**src/rtl/lsu_pkg.sv**
```systemverilog
// Shared constants and helpers for the load/store unit and its lane aligner.
package lsu_pkg;

   // Datapath width; the lane logic below is written for 32-bit words only.
   localparam int LSU_DATA_WIDTH = 32;

   // Access size encodings as presented by the MEM-stage control.
   localparam logic [1:0] SIZE_BYTE = 2'b00;
   localparam logic [1:0] SIZE_HALF = 2'b01;
   localparam logic [1:0] SIZE_WORD = 2'b10;

   // FSM state encodings: IDLE serves requests, WRITE commits a merged word.
   localparam logic [0:0] IDLE  = 1'b0;
   localparam logic [0:0] WRITE = 1'b1;

   // Word-aligned memory address for a byte address.
   function automatic logic [31:0] word_addr(input logic [31:0] byte_addr);
      return {byte_addr[31:2], 2'b00};
   endfunction

   // Size 11 is reserved and behaves exactly like a word access.
   function automatic logic is_word_size(input logic [1:0] size);
      return size[1];
   endfunction

endpackage

```
**src/rtl/mem_lane_align.sv**
```systemverilog
// Combinational lane logic: load lane extract/extend, store lane merge and
// alignment check, all driven by the low address bits and the access size.
module mem_lane_align
   import lsu_pkg::*;
#(
   parameter int DATA_WIDTH = 32
) (
   input  logic [1:0]            addr_lo_i,
   input  logic [1:0]            size_i,
   input  logic                  unsigned_i,
   input  logic [DATA_WIDTH-1:0] mem_word_i,
   input  logic [DATA_WIDTH-1:0] wdata_i,
   output logic [DATA_WIDTH-1:0] load_data_o,
   output logic [DATA_WIDTH-1:0] merge_word_o,
   output logic                  misaligned_o
);

   logic [7:0]  byte_lane;
   logic [15:0] half_lane;
   logic [3:0]  byte_en;

   // Pick the addressed byte and half out of the memory word (little-endian).
   always_comb begin
      byte_lane = mem_word_i[7:0];
      case (addr_lo_i)
         2'd0:    byte_lane = mem_word_i[7:0];
         2'd1:    byte_lane = mem_word_i[15:8];
         2'd2:    byte_lane = mem_word_i[23:16];
         default: byte_lane = mem_word_i[31:24];
      endcase
      half_lane = addr_lo_i[1] ? mem_word_i[31:16] : mem_word_i[15:0];
   end

   // Extend the selected lane to a full word; word-sized loads pass through.
   always_comb begin
      load_data_o = mem_word_i;
      case (size_i)
         SIZE_BYTE: load_data_o = unsigned_i ? {24'b0, byte_lane}
                                             : {{24{byte_lane[7]}}, byte_lane};
         SIZE_HALF: load_data_o = unsigned_i ? {16'b0, half_lane}
                                             : {{16{half_lane[15]}}, half_lane};
         default:   load_data_o = mem_word_i;
      endcase
   end

   // Byte enables of the lanes a store replaces.
   always_comb begin
      byte_en = 4'b1111;
      case (size_i)
         SIZE_BYTE: byte_en = 4'b0001 << addr_lo_i;
         SIZE_HALF: byte_en = addr_lo_i[1] ? 4'b1100 : 4'b0011;
         default:   byte_en = 4'b1111;
      endcase
   end

   // Per-lane merge: enabled lanes take store data, the rest keep the old word.
   // A byte store replicates WriteData[7:0]; a half store places the low half
   // so that even lanes take bits [7:0] and odd lanes bits [15:8].
   generate
      for (genvar gi = 0; gi < 4; gi++) begin : g_lane
         logic [7:0] src_byte;

         // Source byte for this lane according to the access size.
         always_comb begin
            case (size_i)
               SIZE_BYTE: src_byte = wdata_i[7:0];
               SIZE_HALF: src_byte = wdata_i[8*(gi%2) +: 8];
               default:   src_byte = wdata_i[8*gi +: 8];
            endcase
         end

         assign merge_word_o[8*gi +: 8] = byte_en[gi] ? src_byte
                                                      : mem_word_i[8*gi +: 8];
      end
   endgenerate

   // Halves need bit 0 clear, words (and reserved size) need both low bits clear.
   always_comb begin
      misaligned_o = 1'b0;
      case (size_i)
         SIZE_BYTE: misaligned_o = 1'b0;
         SIZE_HALF: misaligned_o = addr_lo_i[0];
         default:   misaligned_o = (addr_lo_i != 2'b00);
      endcase
   end

endmodule

```
**src/rtl/load_store_unit.sv**
```systemverilog
// Load/store unit between the MEM stage and a word-only data memory.
// Loads and word stores complete in one cycle; byte/half stores take a
// read cycle (stalled) followed by a write cycle of the merged word.
module load_store_unit
   import lsu_pkg::*;
#(
   parameter int DATA_WIDTH = 32
) (
   input  logic                  clk,
   input  logic                  reset,
   input  logic [DATA_WIDTH-1:0] Address_i,
   input  logic [DATA_WIDTH-1:0] WriteData_i,
   input  logic                  MemRead_i,
   input  logic                  MemWrite_i,
   input  logic [1:0]            Size_i,
   input  logic                  Unsigned_i,
   output logic [DATA_WIDTH-1:0] ReadData_o,
   output logic                  Stall_o,
   output logic                  AddrError_o,
   output logic [DATA_WIDTH-1:0] BadVAddr_o,
   output logic [DATA_WIDTH-1:0] MemAddress_o,
   output logic [DATA_WIDTH-1:0] MemWriteData_o,
   output logic                  MemWrite_o,
   output logic                  MemRead_o,
   input  logic [DATA_WIDTH-1:0] MemReadData_i
);

   logic [0:0]            state_q, state_d;
   logic [DATA_WIDTH-1:0] merge_q, merge_d;
   logic [DATA_WIDTH-1:0] addr_q, addr_d;
   logic [DATA_WIDTH-1:0] bad_vaddr_q, bad_vaddr_d;

   logic [DATA_WIDTH-1:0] load_data;
   logic [DATA_WIDTH-1:0] merge_word;
   logic                  misaligned;
   logic                  request;

   mem_lane_align #(
      .DATA_WIDTH (DATA_WIDTH)
   ) u_align (
      .addr_lo_i    (Address_i[1:0]),
      .size_i       (Size_i),
      .unsigned_i   (Unsigned_i),
      .mem_word_i   (MemReadData_i),
      .wdata_i      (WriteData_i),
      .load_data_o  (load_data),
      .merge_word_o (merge_word),
      .misaligned_o (misaligned)
   );

   assign request = MemRead_i | MemWrite_i;

   // Next-state and output decode; WRITE ignores the inputs entirely.
   always_comb begin
      state_d        = state_q;
      merge_d        = merge_q;
      addr_d         = addr_q;
      bad_vaddr_d    = bad_vaddr_q;
      ReadData_o     = '0;
      Stall_o        = 1'b0;
      AddrError_o    = 1'b0;
      MemAddress_o   = '0;
      MemWriteData_o = '0;
      MemWrite_o     = 1'b0;
      MemRead_o      = 1'b0;

      if (state_q == WRITE) begin
         // Commit the merged word; the pipeline advances at this edge.
         MemWrite_o     = 1'b1;
         MemWriteData_o = merge_q;
         MemAddress_o   = addr_q;
         state_d        = IDLE;
      end else if (request) begin
         if (misaligned) begin
            AddrError_o = 1'b1;
            bad_vaddr_d = Address_i;
         end else if (MemWrite_i) begin
            // A simultaneous read+write is a store, so ReadData stays 0.
            MemAddress_o = word_addr(Address_i);
            if (is_word_size(Size_i)) begin
               MemWrite_o     = 1'b1;
               MemWriteData_o = WriteData_i;
            end else begin
               // Read the old word now, write the merged word next cycle.
               MemRead_o = 1'b1;
               Stall_o   = 1'b1;
               merge_d   = merge_word;
               addr_d    = word_addr(Address_i);
               state_d   = WRITE;
            end
         end else begin
            MemRead_o    = 1'b1;
            MemAddress_o = word_addr(Address_i);
            ReadData_o   = load_data;
         end
      end

      // While reset is held, the memory side and the pipeline see no activity.
      if (!reset) begin
         ReadData_o     = '0;
         Stall_o        = 1'b0;
         AddrError_o    = 1'b0;
         MemAddress_o   = '0;
         MemWriteData_o = '0;
         MemWrite_o     = 1'b0;
         MemRead_o      = 1'b0;
      end
   end

   // State, merge buffer, held word address and faulting address registers.
   always_ff @(posedge clk or negedge reset) begin
      if (!reset) begin
         state_q     <= IDLE;
         merge_q     <= '0;
         addr_q      <= '0;
         bad_vaddr_q <= '0;
      end else begin
         state_q     <= state_d;
         merge_q     <= merge_d;
         addr_q      <= addr_d;
         bad_vaddr_q <= bad_vaddr_d;
      end
   end

   assign BadVAddr_o = bad_vaddr_q;

endmodule

```
**config.mk**
```make
export PLATFORM = sky130hd
export DESIGN_NAME = load_store_unit
export DESIGN_NICKNAME = d
export VERILOG_FILES = /design/src/rtl/lsu_pkg.sv /design/src/rtl/mem_lane_align.sv /design/src/rtl/load_store_unit.sv
export SDC_FILE = /design/constraint.sdc
export NUM_CORES = 1
export LEC_CHECK = 0
export ABC_AREA = 1
export BUFFER_PORTS_ARGS = -buffer_cell sky130_fd_sc_hd__buf_4
export CELL_PAD_IN_SITES_DETAIL_PLACEMENT = 1
export CELL_PAD_IN_SITES_GLOBAL_PLACEMENT = 2
export CORE_MARGIN = 10
export CORE_UTILIZATION = 25
export CTS_CLUSTER_SIZE = 30
export DETAILED_ROUTE_END_ITERATION = 6
export PLACE_DENSITY_LB_ADDON = 0.1
export SYNTH_ARGS = -nofsm -noshare
export SYNTH_HDL_FRONTEND = slang
export SYNTH_SLANG_ARGS = --single-unit
```
**constraint.sdc**
```tcl
create_clock -name clk -period 2.3 [get_ports clk]
set_clock_uncertainty 0.1 [all_clocks]
set_input_delay 0.46 -clock clk [delete_from_list [all_inputs] [get_ports clk]]
set_output_delay 0.46 -clock clk [all_outputs]
set_load 0.05 [all_outputs]
```
Word-level counts from Yosys, hierarchy flattened
Cells that the tools add are included.

Register bits: 95. Bits of input ports: 103. Word-level logic and storage cells: 69. Output and inout bits: 132.

Bitwise gates (word level): 4. Mux-type cells: 51. Shifts and indexed selects: 1. Reductions and logical operators: 6. Equal/unequal tests: 3.

Operators by type and width (count): two-way mux 32 bit (17); one-hot mux 32 bit (2 select lines) (1); two-way mux 8 bit (6); one-hot mux 8 bit (3 select lines) (1); two-way mux 1 bit (21); two-way mux 16 bit (1); one-hot mux 8 bit (2 select lines) (1); one-hot mux 4 bit (2 select lines) (1); AND reduction 5 bit (1); equality test 2 x 1 -> 1 bit, second input constant (2); logical NOT 2 bit (2); two-way mux 4 bit (1); left shift 1 x 2 -> 4 bit, first input constant (1); inverter 1 bit (3); AND reduction 3 bit (1); equality test 2 bit, second input constant (1); one-hot mux 1 bit (2 select lines) (1); nonzero test 2 bit (1); OR reduction 2 bit (1); OR 1 bit (1).

Depth between registers and ports, before layout
Depth after elaboration: 9. Mapped depth: 11. Gate-level depth less buffers: 9.

Hierarchy
A second synthesis with hierarchy kept.

Cell total of the unflattened synthesis: 1001. Area, all modules: 6520.0 um2.

Modules (own cells, without submodules): load_store_unit (sequential area each 2377.3 um2, cells each 675, times used 1, area each 4977.3 um2); mem_lane_align (sequential area each 0.0 um2, cells each 326, times used 1, area each 1542.7 um2).

Worst setup path before layout
Ideal clock, no wire load.

Kind: input -> output. Start point: input Address_i[1]. End point: output MemAddress_o[22]. Setup slack: -540 ps. Arrival time: 2280 ps. Required time: 1740 ps. Buffers on the path: 2. Stages on the path: 7. Cell sequence: buf_2 > nor2_1 > inv_1 > nand2_1 > nand2_1 > clkbuf_1 > o21ai_0.

Word-level cells in the longest chain between the ends: 6.

RTL lines: from (decl) (RTL line load_store_unit.sv:11) `input logic [DATA_WIDTH-1:0] Address_i,`; nonzero test 2 bit (RTL line mem_lane_align.sv:83) `default: misaligned_o = (addr_lo_i != 2'b00);`; one-hot mux 1 bit (2 select lines) (RTL line mem_lane_align.sv:80) `case (size_i)`; two-way mux 32 bit (RTL line load_store_unit.sv:74) `if (misaligned) begin`; two-way mux 32 bit (RTL line load_store_unit.sv:73) `end else if (request) begin`; two-way mux 32 bit (RTL line load_store_unit.sv:67) `if (state_q == WRITE) begin`; two-way mux 32 bit (RTL line load_store_unit.sv:99) `if (!reset) begin`; to (decl) (RTL line load_store_unit.sv:21) `output logic [DATA_WIDTH-1:0] MemAddress_o,`.

Every way passes these cells.

Worst setup path in the final report
Start point: register state_q. End point: output ReadData_o[26].

Word-level cells in the longest chain between the ends: 2.

RTL lines: from (decl) (RTL line load_store_unit.sv:28) `logic [0:0] state_q, state_d;`; from (signal assigned) (RTL line load_store_unit.sv:118) `state_q <= state_d;`; two-way mux 32 bit (RTL line load_store_unit.sv:67); two-way mux 32 bit (RTL line load_store_unit.sv:99); to (decl) (RTL line load_store_unit.sv:17) `output logic [DATA_WIDTH-1:0] ReadData_o,`.

Every way passes these cells.

==> reports/metrics.cfg <==
[run_status]
outcome = finished, violations left
violations = negative setup slack

[global_route]
grt_pass1_vias = 7059
grt_usage_pct = 17.4
antenna_found_initial = 0
grt_first_pass_wirelength_um = 42000
grt_max_degree = 63
overflow = 0

[synthesis]
syn_inst = 894
ys_seq_area_share_pct = 40.4
avgSynthCellArea_sq_um = 6.58
synth_area_sq_mm = 0.00588
ys_ff_latch = 95
synth_cell_types = 27
netlist_top_cells_area = dfrtp_1, nand2_1, o21ai_0, nand3_1, inv_1
yosysTopAreaCell = dfrtp_1
yosysWarnings = 0
synth_top_area_share_pct = 40.4

[floorplan]
io_pins = 235
initial_core_util_pct = 25.2
die_area_sq_mm = 0.0301
die_h_um = 173
row_count = 56
core_sq_mm = 0.0233
die_x_um = 173

[layout]
fillCellCount = 2898
drive_above_1_share_pct = 38.0
fin_area_sq_mm = 0.00960
nets = 1234
final_cell_mix = nand2_1, buf_4, dfrtp_1
antennaDiodeCount = 0
mostFrequentLayoutCell = nand2_1
area_growth_syn_to_layout_pct = 63.1
fin_cells = 1455

[clock_tree]
clock-sinks = 95
clockBufferDepth = 2
root_buffer = clkbuf_16
cts_tree = done
clk_latency_ps = 340
htreeDepth = 3
hold_buffers = 0
cts_made_buffers = 9
path_clk_slew_ps = 70

[sta]
min_period_ps = 2310
slew_viol_final = 0
setup_viol = 7
worst_slack_ps = -10.5
period_share_pct = 100
rsz0062_at_grt = yes
hold_viol = 0
fmax_mhz = 433

[placed_design]
place_ws_ps = -42.7
place.gp.congestion = 0.857
place_inst = 1431
placed_area_sq_mm = 0.00840
io_buffers = 232
dp_hpwl_um = 20600

[pwr]
power.switching_w = 0.00235
vdd_drop_max_v = 0.000292
comb_power_share_pct = 37.6
powerDensity_mw_per_mm2 = 607
swShare_pct = 40.3
p_leak_nw = 4.94
clock_power_share_pct = 25.8
p_int_w = 0.00348
seqPwrFrac_pct = 36.7

[worst_setup_path]
r2r_slack_ps = 630
end_kind = output port
worstPathArrival_ps = 1750
critPathLaunchType = register
cp.required_ps = 1740
critPathMaxFanout = 8
crit_type = reg -> out

[drt]
drc = 0
firstDrtPassIters = 4
viasPerCell = 4.56
drtIter0Drc = 355
ant_nets = 0
wl_per_cell_um = 18.5
drt-total-wl_um = 26900
dr_total_vias = 6630

[worst_hold_path]
timing.hold.worst.class = in -> async

[job]
cap_viol_max_count = 0

cells by family after synthesis:
family,share of synthesized area [%]
AOI/OAI and AO/OA,14.2
and+or+nand+nor,34.4
buffers and inverters,10.9
other,0.0637
DFF,40.4
power groups by stage:
stage	combinational, W	sequential [W]	clock [W]
after floorplan	0.000939	0.00250	0
after global placement	0.00206	0.00216	0
after detailed placement	0.00208	0.00217	0
after CTS	0.00216	0.00214	0.00157
after global routing	0.00238	0.00218	0.00162
final	0.00219	0.00214	0.00150
cells in the mapped netlist (all sizes together):
cell    number
nand2      315
o21ai      130
dfrtp       95
nand3       92
inv         85
nor2        77
buf         32
clkbuf      28
a21oi       18
o211ai       7
o22ai        7
nand4        5
conb         1
nand3b       1
nor3         1
per-stage QoR:
stage,total power [W],util (%),hold WS [ps],setup TNS (ps)
floorplan,0.00343,-,64.4,-6890
global placement,0.00422,36.0,364,-778
detailed placement,0.00425,36.0,368,-1700
CTS,0.00587,39.1,111,-655
global route,0.00618,41.1,132,-3850
finish,0.00583,41.1,123,-29.6
worst paths after layout:
path                                  startpoint             end  cells after the start
worst min register to register       merge_q[31]     merge_q[31]                      2
max in group asynchronous                  reset      merge_q[2]                      3
min in group clk                MemReadData_i[0]      merge_q[0]                      3
worst min-delay path                       reset   BadVAddr_o[1]                      3
worst max-delay path                     state_q  ReadData_o[26]                      8
worst max register to register           state_q      merge_q[7]                      8
metal layers:
metal,vias up,share of wire [%],track usage [%]
met1,3117,44,21.9
met4,0,1.1,2.87
met5,-,0,0
li1,3324,-,-
met2,174,49,29.3
met3,15,5.6,4.79
state kept, by name, summed over array words and instances (netlist names):
signal	count
BadVAddr_o	32
addr_q	30
state_q	1
merge_q	32
repair_timing:
item | CTS | global route
pin swaps | 6 | 17
setup buffers | 2 | 2
cloned | 1 | 3
gates resized for setup | 121 | 120
endpoints found under the setup margin | 95 | 96
cell type report:
| class | instances | area [sq um] | share of cell area [%] |
|---|---|---|---|
| multi-input cells | 656 | 3450 | 35.9 |
| clock inverters | 6 | 57.6 | 0.600 |
| clock buffers | 10 | 229 | 2.39 |
| repair buffers | 284 | 2750 | 28.7 |
| flip-flops and latches | 95 | 2380 | 24.8 |
| well taps | 319 | 399 | 4.16 |
| inverters | 85 | 333 | 3.47 |
critical path, cell delays in order, from the launching register on:
cell and delay [ps]:
dfrtp_2 430, inv_4 70, nand2_4 60, nor2_4 140, nand3_4 160, inv_8 140, nand2_8 110, nor2_2 130
buf_6 170
Note: power is estimated with default switching activity, not from simulation.
